===== src/rtl/sr_sched_pkg.sv =====
// Shared state encoding and operation constants for the SR flag scheduler.
package sr_sched_pkg;

   typedef enum logic [1:0] {
      IDLE   = 2'd0,
      DRIVE  = 2'd1,
      SETTLE = 2'd2,
      CHECK  = 2'd3
   } sched_state_e;

   localparam logic OP_SET   = 1'b1;
   localparam logic OP_CLEAR = 1'b0;

endpackage


===== src/rtl/rr_arbiter.sv =====
// Round-robin arbiter: grants the first requester at or after i_ptr, wrapping modulo N.
module rr_arbiter #(
   parameter int unsigned N    = 4,
   parameter int unsigned ID_W = $clog2(N)
) (
   input  logic [N-1:0]    i_req,
   input  logic [ID_W-1:0] i_ptr,
   input  logic            i_enable,
   output logic [N-1:0]    o_grant,
   output logic [ID_W-1:0] o_grant_id
);

   logic            w_found;
   logic [ID_W-1:0] w_j;

   always_comb begin
      o_grant    = '0;
      o_grant_id = '0;
      w_found    = 1'b0;
      w_j        = '0;
      for (int unsigned k = 0; k < N; k++) begin
         w_j = ID_W'((32'(i_ptr) + k) % N);
         if (i_enable && !w_found && i_req[w_j]) begin
            o_grant[w_j] = 1'b1;
            o_grant_id   = w_j;
            w_found      = 1'b1;
         end
      end
   end

endmodule


===== src/rtl/sr_flag_scheduler.sv =====
// Serialises set/clear requests onto an SR flop bank, one S or R pulse at a time,
// and confirms each operation by reading Q back.
module sr_flag_scheduler
   import sr_sched_pkg::*;
#(
   parameter int unsigned NUM_REQ   = 4,
   parameter int unsigned NUM_FLAGS = 8,
   parameter int unsigned IDX_W     = $clog2(NUM_FLAGS),
   parameter int unsigned ID_W      = $clog2(NUM_REQ)
) (
   input  logic                     clock,
   input  logic                     reset_n,
   input  logic [NUM_REQ-1:0]       req_valid,
   input  logic [NUM_REQ-1:0]       req_op,
   input  logic [NUM_REQ*IDX_W-1:0] req_idx,
   output logic [NUM_REQ-1:0]       req_ready,
   output logic [NUM_FLAGS-1:0]     sr_s,
   output logic [NUM_FLAGS-1:0]     sr_r,
   input  logic [NUM_FLAGS-1:0]     sr_q,
   output logic                     done,
   output logic [ID_W-1:0]          done_id,
   output logic                     err
);

   localparam logic [IDX_W:0] LP_NUM_FLAGS = (IDX_W + 1)'(NUM_FLAGS);

   sched_state_e r_state, w_state_d;

   logic [ID_W-1:0]      r_ptr;
   logic [ID_W-1:0]      r_id;
   logic                 r_op;
   logic [IDX_W-1:0]     r_idx;
   logic [NUM_FLAGS-1:0] r_sr_s;
   logic [NUM_FLAGS-1:0] r_sr_r;

   logic [NUM_REQ-1:0]   w_grant;
   logic [ID_W-1:0]      w_gid;
   logic                 w_hs;
   logic                 w_sel_op;
   logic [IDX_W-1:0]     w_sel_idx;
   logic [ID_W-1:0]      w_ptr_d;
   logic [NUM_FLAGS-1:0] w_s_d;
   logic [NUM_FLAGS-1:0] w_r_d;
   logic                 w_idx_ok;
   logic                 w_q_bit;

   rr_arbiter #(
      .N    (NUM_REQ),
      .ID_W (ID_W)
   ) u_arb (
      .i_req      (req_valid),
      .i_ptr      (r_ptr),
      .i_enable   (r_state == IDLE),
      .o_grant    (w_grant),
      .o_grant_id (w_gid)
   );

   assign req_ready = w_grant;
   // The arbiter only grants valid requesters, so any grant is a handshake.
   assign w_hs      = |w_grant;
   assign w_sel_op  = req_op[w_gid];
   assign w_sel_idx = req_idx[w_gid*IDX_W +: IDX_W];
   assign w_ptr_d   = (w_gid == ID_W'(NUM_REQ - 1)) ? '0 : w_gid + 1'b1;

   // S/R pulse is loaded on the accept edge so it is visible for exactly the DRIVE cycle.
   always_comb begin
      w_s_d = '0;
      w_r_d = '0;
      if (w_hs) begin
         for (int unsigned i = 0; i < NUM_FLAGS; i++) begin
            if (w_sel_idx == IDX_W'(i)) begin
               w_s_d[i] = (w_sel_op == OP_SET);
               w_r_d[i] = (w_sel_op == OP_CLEAR);
            end
         end
      end
   end

   always_comb begin
      w_state_d = r_state;
      unique case (r_state)
         IDLE:    if (w_hs) w_state_d = DRIVE;
         DRIVE:   w_state_d = SETTLE;
         SETTLE:  w_state_d = CHECK;
         CHECK:   w_state_d = IDLE;
         default: w_state_d = IDLE;
      endcase
   end

   always_ff @(posedge clock or negedge reset_n) begin
      if (!reset_n) begin
         r_state <= IDLE;
         r_ptr   <= '0;
         r_id    <= '0;
         r_op    <= OP_CLEAR;
         r_idx   <= '0;
         r_sr_s  <= '0;
         r_sr_r  <= '0;
      end else begin
         r_state <= w_state_d;
         r_sr_s  <= w_s_d;
         r_sr_r  <= w_r_d;
         if (w_hs) begin
            r_ptr <= w_ptr_d;
            r_id  <= w_gid;
            r_op  <= w_sel_op;
            r_idx <= w_sel_idx;
         end
      end
   end

   assign sr_s = r_sr_s;
   assign sr_r = r_sr_r;

   // Out-of-range indices are only possible when NUM_FLAGS is not a power of two.
   assign w_idx_ok = ({1'b0, r_idx} < LP_NUM_FLAGS);
   assign w_q_bit  = w_idx_ok ? sr_q[r_idx] : 1'b0;

   assign done    = (r_state == CHECK);
   assign done_id = done ? r_id : '0;
   assign err     = done & (~w_idx_ok | (w_q_bit != r_op));

endmodule

===== config.mk =====
export PLATFORM = sky130hd
export DESIGN_NAME = sr_flag_scheduler
export DESIGN_NICKNAME = d
export VERILOG_FILES = /design/src/rtl/sr_sched_pkg.sv /design/src/rtl/rr_arbiter.sv /design/src/rtl/sr_flag_scheduler.sv
export SDC_FILE = /design/constraint.sdc
export NUM_CORES = 1
export LEC_CHECK = 0
export ABC_AREA = 1
export CORE_UTILIZATION = 36
export CTS_CLUSTER_DIAMETER = 80
export DETAILED_ROUTE_END_ITERATION = 10
export DONT_BUFFER_PORTS = 1
export GPL_TIMING_DRIVEN = 0
export HOLD_SLACK_MARGIN = 0.06
export PLACE_DENSITY_LB_ADDON = 0.1
export REMOVE_ABC_BUFFERS = 1
export SLEW_MARGIN = 5
export SYNTH_ARGS = -nofsm -noshare
export SYNTH_HDL_FRONTEND = slang
export SYNTH_SLANG_ARGS = --single-unit
export TNS_END_PERCENT = 50

===== constraint.sdc =====
create_clock -name clock -period 2.3 [get_ports clock]
set_clock_uncertainty 0.1 [all_clocks]
set_input_delay 0.345 -clock clock [delete_from_list [all_inputs] [get_ports clock]]
set_output_delay 0.345 -clock clock [all_outputs]
set_load 0.01 [all_outputs]

* After elaboration in Yosys (flattened, before gate mapping)
Index checks and enable logic that the tools add are counted.
Storage, ports and cells: bits in registers 26, logic and storage cells 111, output and inout bits 24, input bits 30
Operators by class: shifts and indexed selects 1, bitwise logic cells 5, reductions and logical operators 17, $mul 1, order comparisons 10, add/subtract/negate cells 4, equality and inequality tests 13, multiplexer cells 53
Operators with widths (number):
- $mux W1 | 29
- $mux W4 | 4
- $mux W8 | 2
- $lt A2 B3 Y1 const B | 5
- $mux W2 | 7
- $eq A3 B3 Y1 const B | 4
- $or A4 B4 Y4 | 3
- $shiftx A12 B5 Y3 | 1
- $logic_and A1 B1 Y1 | 11
- $bmux W1 S2 | 5
- $demux W1 S2 | 4
- $ge A2 B1 Y1 const B | 4
- $pmux W2 S4 | 1
- $eq A2 B2 Y1 const B | 3
- $eq A3 B2 Y1 const B | 2
- $add A2 B1 Y2 const B | 2
- $add A2 B2 Y2 const B | 2
- $lt A3 B4 Y1 const B | 1
- $mul A2 B2 Y4 const B | 1
- $reduce_or A4 Y1 | 1
- $bmux W1 S3 | 1
- $eq A3 B1 Y1 const B | 1
- $logic_not A1 Y1 | 3
- $logic_not A3 Y1 | 1
- other kinds (6) | 6

* Depth between registers and ports, before layout
word-level depth 21, mapped depth 16, depth with buffers taken out 16

* Hierarchy
A second synthesis with hierarchy kept.
Unflattened totals: cell total of the unflattened synthesis 236, area total of the unflattened synthesis 1759.2 µm²
Modules (own cells, without submodules):
- sr_flag_scheduler | cells an instance 155, area an instance 1266.2 µm², sequential area each 650.6 µm², times used 1
- rr_arbiter | cells an instance 81, area an instance 493.0 µm², sequential area each 0.0 µm², times used 1

* Least setup slack after synthesis
OpenSTA, ideal clock, no wires.
kind reg2reg, from register r_ptr[0], to register r_sr_s[1] (netlist: sr_s[1]), data arrival time 2189 ps, stages on the path, launching flop included 17, library setup time 73 ps, setup slack -62 ps, required time 2127 ps, clock period less this slack 2362 ps, path buffers 1, path through dfrtp_1 > inv_2 > ha_1 > inv_1 > nand3_2 > nand2_2 > nand3_4 > nor2_4 > nor2_2 > nand2_4 > nand2_4 > buf_6 > nand2_1 > nand3_2 > nand2_4 > nand3_2 > nor2_1
Between the ends: cells in the longest elaborated chain, start to end 21, elaborated cells on any way between the ends 63, those cells by class add/sub: 3; mul: 1; order compare: 8; eq/ne: 1; shift: 1; mux: 31; bitwise: 3; reduce/logical: 15
Ends and longest elaborated chain:
- start: declaration | line sr_flag_scheduler.sv:29 | logic [ID_W-1:0] r_ptr;
- start signal: assignment | line sr_flag_scheduler.sv:104 | r_ptr <= w_ptr_d;
- $bmux W1 S2 | line rr_arbiter.sv:23 | if (i_enable && !w_found && i_req[w_j]) begin
- $mux W1 (implied by the code) | line rr_arbiter.sv:23
- $logic_and A1 B1 Y1 | line rr_arbiter.sv:23
- $mux W1 | line rr_arbiter.sv:23
- $logic_not A1 Y1 | line rr_arbiter.sv:23
- $logic_and A1 B1 Y1 (2 in series) | line rr_arbiter.sv:23
- $mux W1 | line rr_arbiter.sv:23
- $logic_not A1 Y1 | line rr_arbiter.sv:23
- [4 not listed]
- $logic_and A1 B1 Y1 (2 in series) | line rr_arbiter.sv:23
- $mux W2 | line rr_arbiter.sv:23
- $mul A2 B2 Y4 | line sr_flag_scheduler.sv:62 | assign w_sel_idx = req_idx[w_gid*IDX_W +: IDX_W];
- $shiftx A12 B5 Y3 | line sr_flag_scheduler.sv:62
- $eq A3 B1 Y1 | line sr_flag_scheduler.sv:71 | if (w_sel_idx == IDX_W'(i)) begin
- $mux W1 | line sr_flag_scheduler.sv:71
- $mux W8 * | line sr_flag_scheduler.sv:69 | if (w_hs) begin
- net w_s_d[1] | line sr_flag_scheduler.sv:42 | logic [NUM_FLAGS-1:0] w_s_d;
- end signal: assignment | line sr_flag_scheduler.sv:101 | r_sr_s <= w_s_d;
- end: declaration | line sr_flag_scheduler.sv:33 | logic [NUM_FLAGS-1:0] r_sr_s;
Mark *: on every way through the listed nets, which the timed path passes. The rest lies on a longest branch. The select of a mux whose other input is x is not followed. A chain may end at the register's enable or synchronous reset.

* Worst setup path in the final report
from register r_ptr[0], to register r_ptr[0]
Between the ends: elaborated cells on any way between the ends 59, those cells by class add/sub: 4; order compare: 8; eq/ne: 1; mux: 28; bitwise: 3; reduce/logical: 15
RTL lines:
- branches (longest 15 deep; another with $lt A2 B3 Y1)
- $mux W4 * | line rr_arbiter.sv:23
- net req_ready[2] | line sr_flag_scheduler.sv:16 | output logic [NUM_REQ-1:0] req_ready,
- $reduce_or A4 Y1 * | line sr_flag_scheduler.sv:60 | assign w_hs = |w_grant;
Mark *: on every way through the listed nets, which the timed path passes. The select of a mux whose other input is x is not followed.

==> results.ini <==
[grt]
use_met3 = 0.0295
met1_usage = 0.230
grt_max_degree = 27
grt_util_all_layers = 0.163
grt_pass1_vias = 1547
grt_overflow_total = 0
grt_busiest_layer = met2
use_met2 = 0.261
antenna_found_initial = 0
grt_first_pass_wirelength_mm = 7.05

[detailed_routing]
via_per_inst = 5.02
drtPass1Iterations = 4
vias = 1655
drc = 0
drt_iter0_markers = 80
ant_nets = 0
drt-total-wl_mm = 4.47
avgRoutedWirePerCell_um = 13.5

[critical_path]
cp.required_ns = 2.36
start_kind = flop
worstPathMaxFanout = 7
timing.rr.start = r_ptr[0]
ff2ff_setup_slack_ns = -0.02
r2r-end = r_ptr[0]
arrival_ns = 2.38
r2r_cells = 13
end_kind = flop
worstSetupPathType = reg2reg

[timing]
final-hold-violation-count = 0
setup_viol = 1
slew_headroom = 0.830
fin_ws_ns = -0.0194
drv_slew = 0
min_period_ns = 2.32
setup_tns_ns = -0.0194
fmax_mhz = 431
rsz0062_at_grt = yes
tightest_slew_ns = 0.256
whs_ns = 0.291
post-route-period-util = 1.01

[clocking]
clk_latency_ns = 0.27
clockBufferDepth = 2
htree_levels = 1
clkTransAtPathRegs_ns = 0.09
cts_num_sinks = 26
ctsRootBufferMaster = clkbuf_8
cts_buffers = 3
cts_tree = built

[synthesis]
synth_top_area_cell = dfrtp_1
yosysUniqueCellTypes = 26
yosys_warnings = 0
synth_top_area_frac = 0.341
synth_area_leaders = dfrtp_1 34%, nand3_2 12%, nand2_1 10%
synthArstFlopShare = 1.00
syn_inst = 239
synth_edf_count = 0
yosysSeqAreaShare = 0.341
ys.flop_type = dfrtp_1
synth.avg_cell_area_sq_um = 7.97
ys_ff_latch = 26
netlist_area_sq_um = 1910

[power_and_ir_drop]
combPwrFrac = 0.700
p_sw_frac = 0.516
power_switching_uw = 1880
p_int_uw = 1760
power_frac_clock = 0.103
peakVddDrop_mv = 0.881
p_per_area_nw_per_um2 = 1530
p_leak_uw = 0.00113
seqPwrFrac = 0.197

[floorplanning]
die_x_um = 74.8
start_util = 0.373
die_y_um = 74.8
die-area_sq_um = 5590
core_sq_um = 5110
io_pins = 54
rows = 26

[finish]
diodes = 0
drive_gt1_frac = 0.396
area_growth_syn_to_layout_pct = 24.8
nets = 299

[job]
cap_violations = 0

[placement]
dpl.hpwl_mm = 3.20
io_buffer_count = 0
dpl_worst_slack_ns = -0.675
gp_congestion = 0.791

[worst_hold_path]
whs_endpoint = sr_r[2]
hold_class = in2reg
hold_depth = 5
holdCritStartpoint = req_idx[3]

[run_status]
violations = negative setup slack
outcome = complete, but fails checks

-- worst max-delay path by stage --
stage,from,endpoint,cells past startpoint
global route,r_ptr[0],r_ptr[0],13
CTS,r_ptr[0],sr_s[5],14
floorplan,r_ptr[0],sr_s[1],15
detailed placement,r_ptr[0],sr_s[3],13
finish,r_ptr[0],r_ptr[0],13
global placement,r_ptr[0],sr_r[1],15
-- repair_timing --
action                                 CTS  global route
setup endpoints to repair               30            30
gates cloned                             1             2
pin swaps                               15            16
buffers inserted                        14             1
endpoints found under the hold margin   26             0
hold buffers                             2             0
gates resized for setup                 26            17
-- cell usage in the layout, fill, tap and decap left out, drive strengths merged --
cell type and n:
bufinv 1, nand2 76, buf 17, nand4 9, inv 25, o21ai 11
ha 8, xnor2 1, clkbuf 3, o21a 1, a21o 1, o32ai 2
a21oi 2, nor2 26, nand3 49, nand3b 1, dfrtp 26, dlygate4sd3 1
-- synthesized netlist by cell type (3+ instances only) --
| cell | number |
|---|---|
| nand2_1 | 51 |
| dfrtp_1 | 26 |
| nand3_1 | 25 |
| nor2_1 | 24 |
| nand3_2 | 22 |
| inv_1 | 21 |
| nand2_2 | 15 |
| o21ai_0 | 10 |
| nand2_4 | 9 |
| nand4_1 | 9 |
| ha_1 | 8 |
| inv_2 | 3 |
-- final cells by class --
cell class / count / area [sq um]
clock buffer: 3 / 41.3
clock inverter: 1 / 30.0
fill: 544 / 2730
inverter: 25 / 106
multi-input combinational: 187 / 1300
sequential: 26 / 653
tap: 70 / 87.6
timing repair buffer: 18 / 155
-- registers in the layout, summed over array words and instances (netlist names) --
register,count
sr_s,8
r_id,2
r_idx,3
r_state,2
r_op,1
sr_r,8
r_ptr,2
-- cell families (layout without fill, tap and decap cells) --
logic type,count (synthesis),after routing,synth area share
AO/OA/AOI/OAI,17,17,0.0532
buffers and inverters,28,47,0.0650
flip-flops,26,26,0.341
adder cells (fa/ha/maj),8,8,0.0525
XOR/XNOR,1,1,0.00460
AND/OR/NAND/NOR,159,161,0.483
-- power groups by stage --
stage                     registers, uW  logic [uW]  clock network (uW)
after global placement              733        1940                   0
after detailed placement            734        1960                   0
after global routing                738        2820                 401
after floorplan                     701        1590                   0
after CTS                           717        2410                 384
final                               716        2540                 373
-- metrics by stage --
stage / instance area [sq um] / cells / power [uW] / util
floorplan: 1880 / 236 / 2300 / -
global placement: 1970 / 306 / 2680 / 0.385
detailed placement: 1970 / 306 / 2690 / 0.385
CTS: 2280 / 327 / 3510 / 0.447
global route: 2380 / 330 / 3960 / 0.465
finish: 2380 / 330 / 3630 / 0.465
-- metal layers --
| layer | share of wire | routed length (um) |
|---|---|---|
| met4 | 0.0047 | 21 |
| met1 | 0.48 | 2140 |
| met2 | 0.46 | 2040 |
| met3 | 0.058 | 258 |
| met5 | 0 | 0 |
-- critical path, stage by stage, from the launching register on --
cell and delay [ns]:
dfrtp_2 0.42, inv_6 0.05, ha_4 0.31, inv_4 0.05, nand3_4 0.07, nand2_4 0.07
nand4_1 0.12, inv_2 0.07, nand2_1 0.07, nand4_1 0.21, nor2_2 0.22, nand2_4 0.13
buf_4 0.16, o21a_1 0.16
Power figures use the tool's default switching activity.
